--- config.mk ---
export PLATFORM = sky130hd
export DESIGN_NAME = ring_slot_arbiter
export DESIGN_NICKNAME = d
export VERILOG_FILES = /design/src/rtl/ring_slot_arbiter_pkg.sv /design/src/rtl/ring_slot_arbiter_onehot_rotator.sv /design/src/rtl/ring_slot_arbiter.sv
export SDC_FILE = /design/constraint.sdc
export NUM_CORES = 1
export LEC_CHECK = 0
export ABC_CLOCK_PERIOD_IN_PS = 1900
export CORE_MARGIN = 8
export CORE_UTILIZATION = 40
export CTS_BUF_LIST = sky130_fd_sc_hd__clkbuf_4 sky130_fd_sc_hd__clkbuf_8 sky130_fd_sc_hd__clkbuf_16
export CTS_CLUSTER_DIAMETER = 50
export DETAILED_ROUTE_END_ITERATION = 10
export MAX_ROUTING_LAYER = met4
export PLACE_DENSITY = 0.73
export REMOVE_ABC_BUFFERS = 1
export SKIP_LAST_GASP = 1
export SLEW_MARGIN = 0
export SYNTH_ARGS = -nofsm -noshare
export SYNTH_HDL_FRONTEND = slang
export SYNTH_SLANG_ARGS = --single-unit
--- constraint.sdc ---
create_clock -name Clk -period 1.9 [get_ports Clk]
set_input_delay 0.38 -clock Clk [delete_from_list [all_inputs] [get_ports Clk]]
set_output_delay 0.38 -clock Clk [all_outputs]
set_load 0.05 [all_outputs]
--- src/rtl/ring_slot_arbiter_pkg.sv ---
// Shared definitions for the ring slot arbiter: FSM state encoding and
// default parameter values used by the arbiter and its one-hot rotator.
package ring_slot_arbiter_pkg;

    // Two-state scheduler: SCAN walks the token, HOLD keeps a granted requester.
    typedef enum logic {
        ST_SCAN = 1'b0,
        ST_HOLD = 1'b1
    } arb_state_e;

    localparam int DEF_N         = 6;
    localparam int DEF_MAX_HOLD  = 8;
    localparam int DEF_SKIP_IDLE = 0;

    // Hold counter width; the extra bit keeps MAX_HOLD=1 at a legal 1-bit width.
    function automatic int hold_cnt_w(input int max_hold);
        return $clog2(max_hold) + 1;
    endfunction

endpackage

--- src/rtl/ring_slot_arbiter_onehot_rotator.sv ---
// One-hot token register. Resets to bit 0, rotates left by one on step and
// takes a parallel value on load (load has priority over step).
import ring_slot_arbiter_pkg::*;

module ring_slot_arbiter_onehot_rotator #(
    parameter int N = DEF_N
) (
    input  logic         i_clk,
    input  logic         i_rst,
    input  logic         i_step,
    input  logic         i_load,
    input  logic [N-1:0] i_load_val,
    output logic [N-1:0] o_q
);

    logic [N-1:0] r_q;

    // Token register: reset to slot 0, otherwise load or rotate toward the MSB with wrap.
    always_ff @(posedge i_clk) begin
        if (i_rst) begin
            r_q <= N'(1);
        end else if (i_load) begin
            r_q <= i_load_val;
        end else if (i_step) begin
            r_q <= {r_q[N-2:0], r_q[N-1]};
        end
    end

    assign o_q = r_q;

endmodule

--- src/rtl/ring_slot_arbiter.sv ---
// Rotating-token time-slot arbiter. A one-hot token walks the slots; the
// requester under the token is granted until it releases, drops its request
// or reaches the tenure limit. Grant, busy and timeout are all registered.
import ring_slot_arbiter_pkg::*;

module ring_slot_arbiter #(
    parameter int N         = DEF_N,
    parameter int MAX_HOLD  = DEF_MAX_HOLD,
    parameter int SKIP_IDLE = DEF_SKIP_IDLE
) (
    input  logic         Clk,
    input  logic         Rst,
    input  logic         En,
    input  logic [N-1:0] Req,
    input  logic [N-1:0] Done,
    output logic [N-1:0] Gnt,
    output logic [N-1:0] Slot,
    output logic         Busy,
    output logic         Timeout
);

    localparam int             CW        = hold_cnt_w(MAX_HOLD);
    localparam logic [CW-1:0]  HOLD_LAST = CW'(MAX_HOLD - 1);

    arb_state_e    r_state;
    arb_state_e    w_state_nxt;
    logic [N-1:0]  r_gnt;
    logic [N-1:0]  w_gnt_nxt;
    logic          r_busy;
    logic          w_busy_nxt;
    logic          r_timeout;
    logic          w_timeout_nxt;
    logic [CW-1:0] r_hold_cnt;
    logic [CW-1:0] w_hold_cnt_nxt;

    logic [N-1:0]  w_slot;
    logic          w_slot_step;
    logic          w_slot_load;
    logic [N-1:0]  w_slot_load_val;
    logic [N-1:0]  w_next_req;
    logic          w_hit;
    logic          w_release;

    // First requesting slot strictly after the token, searching upward with wrap.
    // The token slot itself is visited last, so a lone request there is still found.
    function automatic logic [N-1:0] find_next_req(input logic [N-1:0] slot,
                                                   input logic [N-1:0] req);
        logic [N-1:0] res;
        int           base;
        int           idx;
        logic         found;
        res   = '0;
        base  = 0;
        found = 1'b0;
        for (int i = 0; i < N; i++) begin
            if (slot[i]) base = i;
        end
        for (int k = 1; k <= N; k++) begin
            idx = (base + k) % N;
            if (!found && req[idx]) begin
                res[idx] = 1'b1;
                found    = 1'b1;
            end
        end
        return res;
    endfunction

    ring_slot_arbiter_onehot_rotator #(
        .N (N)
    ) u_rotator (
        .i_clk      (Clk),
        .i_rst      (Rst),
        .i_step     (w_slot_step),
        .i_load     (w_slot_load),
        .i_load_val (w_slot_load_val),
        .o_q        (w_slot)
    );

    assign w_next_req = find_next_req(w_slot, Req);
    assign w_hit      = |(Req & w_slot);
    // The holder gives up the resource on its own Done or when its request drops;
    // Done and Req bits of other requesters are masked by the grant.
    assign w_release  = (|(Done & r_gnt)) || !(|(Req & r_gnt));

    // Next-state and next-output logic for the SCAN/HOLD scheduler.
    always_comb begin
        w_state_nxt     = r_state;
        w_gnt_nxt       = r_gnt;
        w_busy_nxt      = r_busy;
        w_timeout_nxt   = 1'b0;
        w_hold_cnt_nxt  = r_hold_cnt;
        w_slot_step     = 1'b0;
        w_slot_load     = 1'b0;
        w_slot_load_val = w_slot;
        case (r_state)
            ST_SCAN: begin
                w_gnt_nxt  = '0;
                w_busy_nxt = 1'b0;
                if (En) begin
                    if (w_hit) begin
                        w_gnt_nxt      = w_slot;
                        w_busy_nxt     = 1'b1;
                        w_hold_cnt_nxt = '0;
                        w_state_nxt    = ST_HOLD;
                    end else if ((SKIP_IDLE != 0) && (|Req)) begin
                        // Jump straight to the next requester and grant it on the same edge.
                        w_slot_load     = 1'b1;
                        w_slot_load_val = w_next_req;
                        w_gnt_nxt       = w_next_req;
                        w_busy_nxt      = 1'b1;
                        w_hold_cnt_nxt  = '0;
                        w_state_nxt     = ST_HOLD;
                    end else begin
                        w_slot_step = 1'b1;
                    end
                end
            end
            ST_HOLD: begin
                // En is deliberately ignored here: an active grant is never preempted.
                if (w_release || (r_hold_cnt == HOLD_LAST)) begin
                    w_gnt_nxt      = '0;
                    w_busy_nxt     = 1'b0;
                    w_hold_cnt_nxt = '0;
                    w_state_nxt    = ST_SCAN;
                    w_slot_step    = 1'b1;
                    // A voluntary release on the last allowed cycle is not a timeout.
                    w_timeout_nxt  = !w_release;
                end else begin
                    w_hold_cnt_nxt = r_hold_cnt + CW'(1);
                end
            end
            default: begin
                w_state_nxt = ST_SCAN;
                w_gnt_nxt   = '0;
                w_busy_nxt  = 1'b0;
            end
        endcase
    end

    // State and registered outputs; reset clears any grant in flight without a timeout.
    always_ff @(posedge Clk) begin
        if (Rst) begin
            r_state    <= ST_SCAN;
            r_gnt      <= '0;
            r_busy     <= 1'b0;
            r_timeout  <= 1'b0;
            r_hold_cnt <= '0;
        end else begin
            r_state    <= w_state_nxt;
            r_gnt      <= w_gnt_nxt;
            r_busy     <= w_busy_nxt;
            r_timeout  <= w_timeout_nxt;
            r_hold_cnt <= w_hold_cnt_nxt;
        end
    end

    assign Gnt     = r_gnt;
    assign Slot    = w_slot;
    assign Busy    = r_busy;
    assign Timeout = r_timeout;

endmodule
==> impl_results.rst <==
.. list-table::
   :header-rows: 1

   * - Metric
     - Value
   * - Total CTS buffers
     - 3
   * - Class of the tightest hold or removal check
     - reg -> reg
   * - Share of post-route cells with drive strength above 1
     - 23.3%
   * - CTS Root Buffer Type
     - sky130_fd_sc_hd__clkbuf_4
   * - Floorplan row count
     - 16
   * - Cell taking the most area after synthesis
     - sky130_fd_sc_hd__dfxtp_1
   * - Switching share of power
     - 31.0%
   * - Slew of the pin with the lowest slew margin
     - 0.720 ns
   * - CP delay by family, top
     - buffers and inverters
   * - Most common library cell in the layout ignoring fill and taps
     - sky130_fd_sc_hd__buf_4
   * - Largest fanout on the critical path
     - 1
   * - Starting DRT DRC Count
     - 14
   * - Part of the power in combinational logic
     - 23.2%
   * - Count of max-cap constraint violations
     - 0
   * - Worst reg2reg path depth
     - 5
   * - Remaining design rule violation count
     - 0
   * - Critical path cell sequence
     - clkdlybuf4s50_1
   * - Final worst path period need
     - 1.80 ns
   * - Logic depth of the worst setup path including buffers
     - 1
   * - Clock skew
     - 0.00425 ns
   * - Clock net sink count
     - 19
   * - Via count of the first global-routing pass
     - 798
   * - Number of synthesized register bits
     - 19
   * - Count of antenna-violating nets left after detailed routing
     - 0
   * - Final Routed Wirelength
     - 2240 um
   * - Detailed Routing Iterations Pass 1
     - 4
   * - Total internal power
     - 0.583 mW
   * - Sort of element at the start of the critical path
     - register
   * - Req. time, crit path
     - 1.52 ns
   * - Largest cells by area after synthesis
     - sky130_fd_sc_hd__dfxtp_1 47%, sky130_fd_sc_hd__a22o_1 8.7%, sky130_fd_sc_hd__mux2i_1 7.5%
   * - Commonest non-fill, non-tap cells in the layout
     - 21 x sky130_fd_sc_hd__buf_4, 19 x sky130_fd_sc_hd__dfxtp_1, 15 x sky130_fd_sc_hd__clkdlybuf4s50_1
   * - Normalized max-slew margin
     - 51.6%
   * - Height of the chip
     - 60.9 um
   * - Tot GR Track Use
     - 13.1%
   * - Synthesis-to-layout area growth
     - 43.8%
   * - Reg-to-Reg End
     - u_rotator.o_q[4]
   * - Count of final hold-check violations
     - 0
   * - Clock slew seen by the registers of the worst setup and hold paths
     - 0.11 ns
   * - Unrepaired setup endpoints after global routing
     - false
   * - Worst slack at placement
     - -0.209 ns
   * - Total Power
     - 0.844 mW
   * - Residual overflow from global routing
     - 0
   * - Final Cycle Share
     - 94.7%
   * - Cell with the largest stage delay on the worst path
     - sky130_fd_sc_hd__clkdlybuf4s50_1
   * - Arrival time reported for the critical path endpoint
     - 1.42 ns
   * - CP Launch Point
     - Timeout
   * - Hold bufs inserted after CTS
     - 0
   * - Diode insertion count for antenna repair
     - 0
   * - Power density cells
     - 728 nW/um2
   * - Vias
     - 769
   * - Instance area at placement
     - 1130 um2
   * - Setup ws final
     - 0.100 ns
   * - Relative contribution of sequential cells to total power
     - 51.7%
   * - Post-detailed-placement half-perimeter wirelength
     - 1800 um
   * - Clk buf depth
     - 2
   * - Number of input and output port buffers inserted
     - 28
   * - Utilization of the core after routing
     - 60.3%
   * - First-pass GRT wire length
     - 3570 um
   * - Post-synthesis sequential area ratio
     - 47.2%
   * - CTS H-Tree Depth
     - 1
   * - Routed wire length per instance
     - 15.6 um
   * - Initial antenna violation count
     - 0
   * - Net count of the finished layout
     - 133
   * - Post-route standard cell area excluding fillers
     - 1160 um2
   * - Cell area after synthesis
     - 806 um2
   * - Run status
     - finished clean
   * - Cell leakage power
     - 0.480 nW
   * - Largest incremental delay on the critical path
     - 0.80 ns
   * - Peak supply drop
     - 0.000704 V
   * - Final count of negative-setup-slack endpoints
     - 0
   * - Final Wtd Congestion
     - 0.767
   * - Hold path startpoint
     - r_hold_cnt[2]
   * - Highest achievable clock rate
     - 556 MHz
   * - TritonCTS clock tree
     - done
   * - Number of non-filler instances in the completed layout
     - 143
   * - Maximum number of pins on one net before global-route repair
     - 13
   * - Capture point of the critical path
     - Timeout
   * - Number of max-slew violations in the final report
     - 0
   * - Startpoint of the worst-slack reg-to-reg timing path
     - Gnt[2]
   * - Top cell type's share of synthesized area
     - 47.2%
   * - Die width
     - 60.9 um
   * - Post-Place Cells
     - 139
   * - Hold Path Stages
     - 1
   * - Clock Power Share
     - 25.1%
   * - Setup Fix Bufs, Post-CTS
     - 0
   * - Die outline area
     - 3710 um2
   * - Clk Latency, worst-skew pair
     - 0.30 ns
   * - CP endpoint kind
     - primary output
   * - Number of synthesis warnings
     - 0
   * - Synthesized area divided by synthesized cell count
     - 10.3 um2
   * - Switching component of the power
     - 0.261 mW
   * - Initial core utilization
     - 41.9%
   * - Fill cell total of the finished layout
     - 182
   * - Core Footprint
     - 1920 um2
   * - I/O pin count
     - 29
   * - Post-Synthesis Cells
     - 78
   * - Via/cell ratio
     - 5.38
   * - Critical path start-end classification
     - reg -> out
   * - Library cells used by synthesis
     - 27
   * - Reg-to-reg slack, setup
     - 0.21 ns
   * - Post-cts resize count
     - 0
   * - Worst path bufs/invs
     - 1
final cells by class:
class,instances,area (um2),area share (%)
Clock buffer,3,22.5,1.94
Multi-Input combinational cell,55,399,34.4
Inverter,2,7.51,0.648
Tap cell,27,33.8,2.92
Sequential cell,19,380,32.8
Clock inverter,1,7.51,0.648
Timing Repair Buffer,36,308,26.6
through the flow:
step           hold slack, ns  TNS, ns
3_3_place_gp            0.466    -2.08
6_report                0.513        0
5_1_grt                 0.523        0
2_1_floorplan           0.449        0
4_1_cts                 0.511        0
3_5_place_dp            0.458    -2.61
kinds of logic after synthesis:
logic type	count (synthesis)	synth area share, %
AOI/OAI and AO/OA	23	23.6
xor gates and xnor gates	1	1.09
adders and majority gates	1	1.55
buffers and inverters	4	3.26
DFF	19	47.2
muxes	7	8.85
and+or+nand+nor	23	14.4
cell usage after synthesis, drive strengths merged:
cell    instances
nor3            1
or2             1
dfxtp          19
xnor2           1
a21o            1
and2            1
and4            2
a222oi          1
nor2            4
a41oi           2
a22oi           7
clkinv          1
nand4b          1
a22o            8
nand3           4
mux2i           6
ha              1
inv             1
a31oi           2
nand3b          1
a21oi           1
buf             2
mux2            1
nand2           8
a31o            1
layer usage:
metal,vias to the layer above,part of all wire (%),wire length [um],global-route usage (%)
met5,-,0,0,-
met4,0,2.5,55,7.97
met3,7,5.2,117,2.33
met2,22,48,1060,21.7
met1,364,45,998,14.2
li1,376,-,-,-
sequential cells by signal, summed over array words and instances, names as in the netlist:
name,count
r_state,1
u_rotator.o_q,6
Timeout,1
Gnt,6
r_hold_cnt,4
Busy,1
power by group through the flow:
stage	Clock, mW	Combinational, mW	Sequential [mW]
after global placement	0	0.193	0.442
after detailed placement	0	0.197	0.444
final	0.212	0.196	0.436
after CTS	0.218	0.197	0.435
after global routing	0.236	0.207	0.438
after floorplan	0	0.0627	0.489
worst min path at each step:
stage / to
after floorplan: r_state
after CTS: Busy
after detailed placement: Busy
after global placement: Busy
final: r_hold_cnt[2]
after global routing: Busy
Note: power is estimated with default switching activity, not from simulation.
